==> src/rtl/pipeline_hazard_ctrl.sv <==
// ----------------------------------------------------------------------------
// pipeline_hazard_ctrl : flush/lock sequencer for the IF/ID..MEM/WB registers
// and the PC (load-use, taken branch, data-memory wait, timeout).  Rev 1.0
// ----------------------------------------------------------------------------
`default_nettype none

module pipeline_hazard_ctrl #(
  parameter int MEM_TIMEOUT = 64,
  parameter int CNT_W       = 32
) (
  input  logic             clk,
  input  logic             rst,
  input  logic [4:0]       i_id_rs1,
  input  logic [4:0]       i_id_rs2,
  input  logic             i_id_use_rs1,
  input  logic             i_id_use_rs2,
  input  logic             i_ex_memread,
  input  logic [4:0]       i_ex_rd,
  input  logic             i_ex_branch_taken,
  input  logic             i_mem_req,
  input  logic             i_mem_ready,
  output logic             o_pc_lock,
  output logic             o_lock_id,
  output logic             o_lock_ex,
  output logic             o_lock_mem,
  output logic             o_lock_wb,
  output logic             o_flush_id,
  output logic             o_flush_ex,
  output logic             o_flush_mem,
  output logic             o_flush_wb,
  output logic             o_err_timeout,
  output logic [CNT_W-1:0] o_stall_cycles,
  output logic [CNT_W-1:0] o_flush_events
);

  localparam int WCNT_W = $clog2(MEM_TIMEOUT + 1);
  localparam logic [WCNT_W-1:0] c_wait_last = WCNT_W'(MEM_TIMEOUT - 1);

  typedef enum logic [1:0] {
    S_RUN      = 2'd0,
    S_MEM_WAIT = 2'd1,
    S_TIMEOUT  = 2'd2
  } state_t;

  state_t             r_state;
  logic [WCNT_W-1:0]  r_wait_cnt;
  logic               r_err_timeout;
  logic [CNT_W-1:0]   r_stall_cycles;
  logic [CNT_W-1:0]   r_flush_events;

  logic w_mem_stall;
  logic w_load_use;
  logic w_branch_apply;

  always_comb begin
    w_mem_stall = ((r_state == S_RUN) && i_mem_req && !i_mem_ready) ||
                  ((r_state == S_MEM_WAIT) && !i_mem_ready);
    w_load_use  = i_ex_memread && (i_ex_rd != 5'd0) &&
                  ((i_id_use_rs1 && (i_id_rs1 == i_ex_rd)) ||
                   (i_id_use_rs2 && (i_id_rs2 == i_ex_rd)));
  end

  // Priority: reset > timeout > memory stall > taken branch > load-use.
  always_comb begin
    o_pc_lock      = 1'b0;
    o_lock_id      = 1'b0;
    o_lock_ex      = 1'b0;
    o_lock_mem     = 1'b0;
    o_lock_wb      = 1'b0;
    o_flush_id     = 1'b0;
    o_flush_ex     = 1'b0;
    o_flush_mem    = 1'b0;
    o_flush_wb     = 1'b0;
    w_branch_apply = 1'b0;
    if (rst) begin
      o_flush_id  = 1'b1;
      o_flush_ex  = 1'b1;
      o_flush_mem = 1'b1;
      o_flush_wb  = 1'b1;
    end else if (r_state == S_TIMEOUT) begin
      o_pc_lock  = 1'b1;
      o_lock_id  = 1'b1;
      o_lock_ex  = 1'b1;
      o_lock_mem = 1'b1;
      o_lock_wb  = 1'b1;
    end else if (w_mem_stall) begin
      o_pc_lock  = 1'b1;
      o_lock_id  = 1'b1;
      o_lock_ex  = 1'b1;
      o_lock_mem = 1'b1;
      o_flush_wb = 1'b1;
    end else if (i_ex_branch_taken) begin
      o_flush_id     = 1'b1;
      o_flush_ex     = 1'b1;
      w_branch_apply = 1'b1;
    end else if (w_load_use) begin
      o_pc_lock  = 1'b1;
      o_lock_id  = 1'b1;
      o_flush_ex = 1'b1;
    end
  end

  always_ff @(posedge clk) begin
    if (rst) begin
      r_state        <= S_RUN;
      r_wait_cnt     <= '0;
      r_err_timeout  <= 1'b0;
      r_stall_cycles <= '0;
      r_flush_events <= '0;
    end else begin
      case (r_state)
        S_RUN: begin
          r_wait_cnt <= '0;
          if (i_mem_req && !i_mem_ready) begin
            r_state <= S_MEM_WAIT;
          end
        end
        S_MEM_WAIT: begin
          if (i_mem_ready) begin
            r_state    <= S_RUN;
            r_wait_cnt <= '0;
          end else if (r_wait_cnt == c_wait_last) begin
            r_state       <= S_TIMEOUT;
            r_err_timeout <= 1'b1;
          end else begin
            r_wait_cnt <= r_wait_cnt + WCNT_W'(1);
          end
        end
        S_TIMEOUT: begin
          r_state <= S_TIMEOUT;
        end
        default: begin
          r_state <= S_RUN;
        end
      endcase
      if (o_pc_lock && (r_stall_cycles != '1)) begin
        r_stall_cycles <= r_stall_cycles + CNT_W'(1);
      end
      if (w_branch_apply && (r_flush_events != '1)) begin
        r_flush_events <= r_flush_events + CNT_W'(1);
      end
    end
  end

  assign o_err_timeout  = r_err_timeout;
  assign o_stall_cycles = r_stall_cycles;
  assign o_flush_events = r_flush_events;

endmodule

`default_nettype wire

==> config.mk <==
export PLATFORM = sky130hd
export DESIGN_NAME = pipeline_hazard_ctrl
export DESIGN_NICKNAME = d
export VERILOG_FILES = /design/src/rtl/pipeline_hazard_ctrl.sv
export SDC_FILE = /design/constraint.sdc
export NUM_CORES = 1
export LEC_CHECK = 0
export CORE_MARGIN = 2
export CORE_UTILIZATION = 49
export DETAILED_ROUTE_END_ITERATION = 8
export PLACE_DENSITY_LB_ADDON = 0.1
export SLEW_MARGIN = 20
export SYNTH_ARGS = -nofsm -noshare
export SYNTH_HDL_FRONTEND = slang
export SYNTH_SLANG_ARGS = --single-unit
==> constraint.sdc <==
create_clock -name clk -period 2.9 [get_ports clk]
set_input_delay 0.58 -clock clk [delete_from_list [all_inputs] [get_ports clk]]
set_output_delay 0.58 -clock clk [all_outputs]
set_load 0.01 [all_outputs]
==> out/results.txt <==
Final WL - 10200 um
Clock skew - 0.00929 ns
Rows - 32
Number of diodes - 0
Adder-cell area share of the yosys netlist - 0.982%
Dpl cell area - 5000 um2
Area delta synth->final - 38.6%
Syn. warnings - 0
Design area - 5300 um2
Top FF cell, synth - dfxtp_1
Post-synthesis compound-gate area fraction - 12.8%
DRC Markers - 0
Fin nets - 598
Crit-path most repeated cell - clkdlybuf4s50_1
Hold WS - 0.452 ns
Via count - 3855
Die area - 8530 um2
Outcome - complete, no violations
Number of synthesized flops with an enable pin - 0
Setup violations, final - 0
Synth cell count leaders - 74 x dfxtp_1, 54 x nor2_1, 33 x nand2_1, 31 x nand3_1, 31 x xor2_1
Placed cells - 661
IO Pins - 97
IO Port Bufs - 96
Critical Path End Type - primary output
Post-Synth XOR/XNOR Area - 10.3%
Final period utilization - 97.8%
Core area - 7650 um2
Total power divided by cell area - 409 nW/um2
Worst vdd ir - 0.253 mV
Routability congestion estimate - 0.873
Fin. max-slew vios - 0
Bufs and invs on worst path - 3
Grt ovf - 0
Sequential fraction of the synthesis area - 38.7%
CTS max path bufs - 2
Worst EP required - 2.32 ns
Slowest-stage cell, CP - clkdlybuf4s50_1
Hold path startpoint - o_err_timeout
Worst Hold Class - reg -> reg
Crit-path cells - clkdlybuf4s50_1, or2_4, o211ai_1, buf_4, nand2_1, clkdlybuf4s50_1
Yosys cell types - 48
H-tree depth - 3
Post-synth net total - 490
Hold Fails Final Rpt - 0
CP arrival - 2.26 ns
Largest family of logic cells by synthesized area - simple AND/OR/NAND/NOR gates
TritonCTS clock tree - done
Post-synthesis cell count - 464
Detailed-placement wirelength estimate - 7270 um
Die Height - 92.3 um
Rel. slew slack - 61.6%
DRT antenna net count - 0
Crit-path max FO - 3
Number of global-route vias before repair - 3604
Cell accounting for the most synthesized area - dfxtp_1
Top-count cell post-synth - dfxtp_1
#FFs+latches synth - 74
First-pass GRT wire length - 16600 um
Setup crit start - i_mem_ready
Maxcap violations - 0
Leak - 1.84 nW
Max incr delay on CP - 0.51 ns
CP top delay family - buffers and inverters
Total global-route track usage - 24.0%
Initial antenna violation count - 0
Layout cells sized above 1 - 10.6%
RR Startpoint - r_state[1]
Mux cell area share after synthesis - 1.70%
Clock root cell - clkbuf_8
Simple-Gate Fraction of Synth Area - 31.2%
Routed length per placed instance - 15.0 um
Fin crit period - 2.84 ns
Die width - 92.3 um
Syn Area/Cell - 8.24 um2
FFs w/ async S/R, synth - 0%
Largest net degree at the start of global routing - 37
Synth top area share - 38.7%
Avg Vias per Cell - 5.68
Starting Density - 50.0%
Total CTS buffers - 9
CP startpoint kind - input pin
Critical path class - in -> out
Dominant cells by area after synthesis - dfxtp_1 39%, xor2_1 7.1%, nor2_1 5.3%
First-pass detailed-route iteration total - 4
Latest clock arrival within the worst-skew pair - 0.36 ns
Syn Std Cell Area - 3820 um2
Clock slew at reported path FFs - 0.07 ns
Iteration-0 DRC Markers - 157
Fmax - 353 MHz
RSZ-0062 raised after global routing - true
Num Clock Sinks - 74
Fin cells - 679
Worst-Margin Slew - 0.572 ns
[cell usage in the layout (no fill, tap or decap), types with 4 or more instances in the layout]
cell and n:
nor3_1 14, dlymetal6s2s_1 4, nand3_1 31, mux2_2 4
or3_1 14, nor4_1 8, nand4_1 22, buf_4 28
a21oi_1 26, nor2_1 54, xor2_1 30, dfxtp_1 74
o21ai_0 16, clkbuf_8 9, nor2b_1 5, and3_1 9
dlygate4sd2_1 6, nand2_1 33, inv_1 5, or4_1 11
xnor2_1 14, and4_1 10, o31ai_1 10, clkdlybuf4s50_1 84
[report_power, final]
part	switching [mW]	internal, mW
combinational	0.0832	0.0847
clock	0.403	0.575
sequential	0.00537	1.02
total	0.492	1.68
[routing by layer]
| metal | part of all wire, % | wire length, um | up-vias | global-route usage [%] |
|---|---|---|---|---|
| met5 | 0 | 0 | - | 0 |
| met4 | 2.3 | 239 | 0 | 11.1 |
| met3 | 4.4 | 447 | 24 | 4.15 |
| li1 | - | - | 1916 | - |
| met1 | 45 | 4590 | 1802 | 29.8 |
| met2 | 48 | 4930 | 113 | 40.5 |
[repair_timing]
item                                    CTS  global route
hold buffers                              0             0
buffers inserted                          0             2
resized for setup                        17             6
pin swaps                                 1             4
endpoints found under the setup margin    6            15
[cells by family (layout without fill, tap and decap cells)]
kind of cell / after synthesis / count (layout)
xor+xnor: 45 / 45
fa+ha+maj: 3 / 3
compound gates: 76 / 76
buf+inv: 34 / 147
flops: 74 / 74
simple gates: 226 / 226
mux: 6 / 6
[worst reg2reg max path, stage by stage, from the launching register on]
cell,delay (ns)
dfxtp_1,0.48
nand2b_1,0.25
o211a_4,0.21
a311o_1,0.34
or3_1,0.40
buf_12,0.18
or4_1,0.53
a21oi_1,0.17
[state kept, by name, summed over array words and instances (netlist names)]
register and cells:
o_err_timeout 1, r_state 2, r_wait_cnt 7, o_stall_cycles 32, o_flush_events 32
[path summary, 6_finish.rpt]
check | endpoint | slack (ns) | cells past startpoint
max | o_flush_id | 0.06 | 6
min | o_err_timeout | 0.45 | 2
max reg2reg | o_stall_cycles[17] | 0.28 | 7
min reg2reg | o_err_timeout | 0.45 | 2
[area by class of cell]
type	instances	area, um2
inverters	5	18.8
fillers	625	2350
clock inverters	6	115
repair buffers	126	1210
flip-flops and latches	74	1480
multi-input cells	356	2220
clock buffers	10	128
well taps	102	128
[through the flow]
step	worst slack [ns]	total power, mW	TNS [ns]	util, %
CTS	0.000747	2.17	0	68.8
floorplan	0.227	1.12	0	-
global route	-0.0287	2.24	-0.0686	69.3
detailed placement	-0.503	1.21	-8.59	65.3
finish	0.0642	2.17	0	69.3
global placement	-0.358	1.20	-4.90	65.3
Power figures use the tool's default switching activity.
==> variant, RTL diff (same flow settings) <==
Put one more register stage on the output `o_err_timeout`. The value now appears one clock later. The other outputs are not delayed to match.
--- a/src/rtl/pipeline_hazard_ctrl.sv
+++ b/src/rtl/pipeline_hazard_ctrl.sv
@@ -142,7 +142,9 @@
     end
   end
 
-  assign o_err_timeout  = r_err_timeout;
+  always_ff @(posedge clk) begin
+    o_err_timeout <= r_err_timeout;
+  end
   assign o_stall_cycles = r_stall_cycles;
   assign o_flush_events = r_flush_events;
 
Function: no difference found for any inputs over 4 cycles, from zero or initial values and one cycle with rst high; that may be too few to reach the edited logic, so the function may still have changed.
==> variant against the original RTL <==
Worst setup slack better by 0.0059 ns. Die area is 0.50% higher. Clock power is 27% lower. Combinational power is 5% lower. Fmax is 0.21% higher. Sequential cell count is 1 higher. Power is 12% lower. Area after synthesis is 0.52% higher. Final area is 1.9% lower. Wire length is 3.8% lower.
==> variant: results (changes against the original RTL) <==
stage	metric	value	unit	change
status	status	completed		unchanged
clock_tree	clock-pin slew on the worst setup and hold paths	0.07	ns	about the same
synthesis	Mapped Avg Cell Area	8.27	sq um	was 8.24 sq um
sta	clk_skew	0.00853	ns	was 0.00929 ns
worst_setup_path	Critical R2R Capture	o_stall_cycles[19]		was o_stall_cycles[17]
power	Leakage	1.78	nW	was 1.84 nW
route	vias per cell	5.68		about the same
synthesis	FFs w/ async S/R, synth	0	%	unchanged
synthesis	top_reg_cell synth	dfxtp_1		unchanged
place	placer congestion estimate	0.873		about the same
place	post-place setup slack	-0.480	ns	was -0.503 ns
min_path	min-delay worst type	reg2reg		unchanged
global_route	vias in the first global route	3587		was 3604
final_layout	layout cells sized above 1	9.90	%	was 10.6%
synthesis	Yosys cell types	48		unchanged
sta	FMAX	0.353	GHz	about the same
synthesis	Syn. warnings	0		unchanged
clock_tree	cts bufs inserted	9		unchanged
place	Detailed Place HPWL	7.15	mm	was 7.27 mm
synthesis	Net Count, Synth	491		was 490
synthesis	synth cell count leaders	dfxtp_1, nor2_1, nand2_1		unchanged
route	wire per inst	14.5	microns	was 15.0 microns
power	IR drop worst, VDD	0.212	mV	was 0.253 mV
final_layout	Fill cells	647		was 625
worst_setup_path	FF-to-FF Start	r_state[1]		unchanged
clock_tree	Clock Path Buffers	2		unchanged
clock_tree	Worst-Skew Late Latency	0.34	ns	was 0.36 ns
synthesis	main area contributors after synthesis	dfxtp_1, xor2_1, nor2_1, nand3_1, nand4_1		unchanged
global_route	initial antenna violation count	0		unchanged
final_layout	number of diodes	0		unchanged
sta	Slew HR	59.5	%	was 61.6%
synthesis	post-synthesis sequential area ratio	39.1	%	was 38.7%
global_route	All-Layer GR Usage	23.5	%	was 24.0%
global_route	largest net degree at the start of global routing	36		was 37
route	initial detailed-routing violation count	107		was 157
worst_setup_path	r2r worst-path depth	7		unchanged
route	1st-pass router iterations	4		unchanged
place	post-placement cell area	5000	sq um	about the same
global_route	global-route wire length before repair	16.7	mm	was 16.6 mm
final_layout	Nets	597		was 598
worst_setup_path	slowest CP cell	clkdlybuf4s50_1		unchanged
clock_tree	H-tree depth	3		unchanged
worst_setup_path	R2R setup slack	0.32	ns	was 0.28 ns
## variant: cell types whose count changed in the layout (fill, tap and decap cells not counted), sizes merged
cell           delta
clkdlybuf4s15     -1
clkbuf            +5
bufinv            -3
dfxtp             +1
buf               -1
dlymetal6s2s      -2
inv               +1
clkinvlp          -1
## variant: worst min-delay path by stage
stage	from	end	cells past startpoint
detailed placement	r_err_timeout	o_err_timeout	0
global route	r_err_timeout	o_err_timeout	0
floorplan	r_err_timeout	o_err_timeout	0
CTS	r_err_timeout	o_err_timeout	0
finish	r_err_timeout	o_err_timeout	0
global placement	r_err_timeout	o_err_timeout	0
## variant: cell families (layout without fill, tap and decap cells)
| logic type | after synthesis | in the layout | share of synthesized area (%) |
|---|---|---|---|
| simple gates | 226 | 226 | 31.1 |
| compound gates | 76 | 76 | 12.7 |
| flops | 75 | 75 | 39.1 |
| xor+xnor | 45 | 45 | 10.3 |
| buf+inv | 34 | 145 | 4.26 |
| mux | 6 | 6 | 1.69 |
| fa+ha+maj | 3 | 3 | 0.977 |
## variant: area by class of cell
class                   count  area [sq um]  area share, %
clock buffers              13           149           2.86
well taps                 102           128           2.45
clock inverters             3          22.5          0.433
repair buffers            124          1170           22.6
inverters                   5          18.8          0.361
flip-flops and latches     75          1500           28.9
multi-input cells         356          2210           42.5
## variant: worst max-delay path, delay by kind of cell
| kind | cells | cell delay (ns) |
|---|---|---|
| buffers and inverters | 3 | 1.09 |
| AND/OR/NAND/NOR | 2 | 0.30 |
| AO/OA/AOI/OAI | 1 | 0.28 |
## variant: through the flow
step	cells	util, %	hold slack (ns)	power [mW]
2_1_floorplan	465	-	0.331	1.13
3_3_place_gp	660	65.4	0.343	1.21
3_5_place_dp	660	65.4	0.342	1.22
4_1_cts	677	67.8	0.356	1.93
5_1_grt	678	68.0	0.366	1.98
6_report	678	68.0	0.350	1.91
## variant: where the power goes
group	internal [mW]	switching (mW)	total, mW
Clock	0.339	0.373	0.711
Combinational	0.0804	0.0784	0.159
Sequential	1.03	0.00490	1.04
Total	1.45	0.456	1.91
## variant: metal layers
layer	part of all wire, %	GRT usage [%]	up-vias	wire, microns
met5	0	0	-	0
met4	2.2	9.95	0	218
met3	3.9	3.91	18	381
met2	49	39.6	95	4800
met1	45	29.7	1831	4420
li1	-	-	1908	-
## variant: repair_timing
action | 4_1_cts | 5_1_grt
setup endpoints to repair | 5 | 4
pin swaps | 3 | 3
gates resized for setup | 20 | 7
buffers inserted | 1 | 1
cloned | 0 | 0
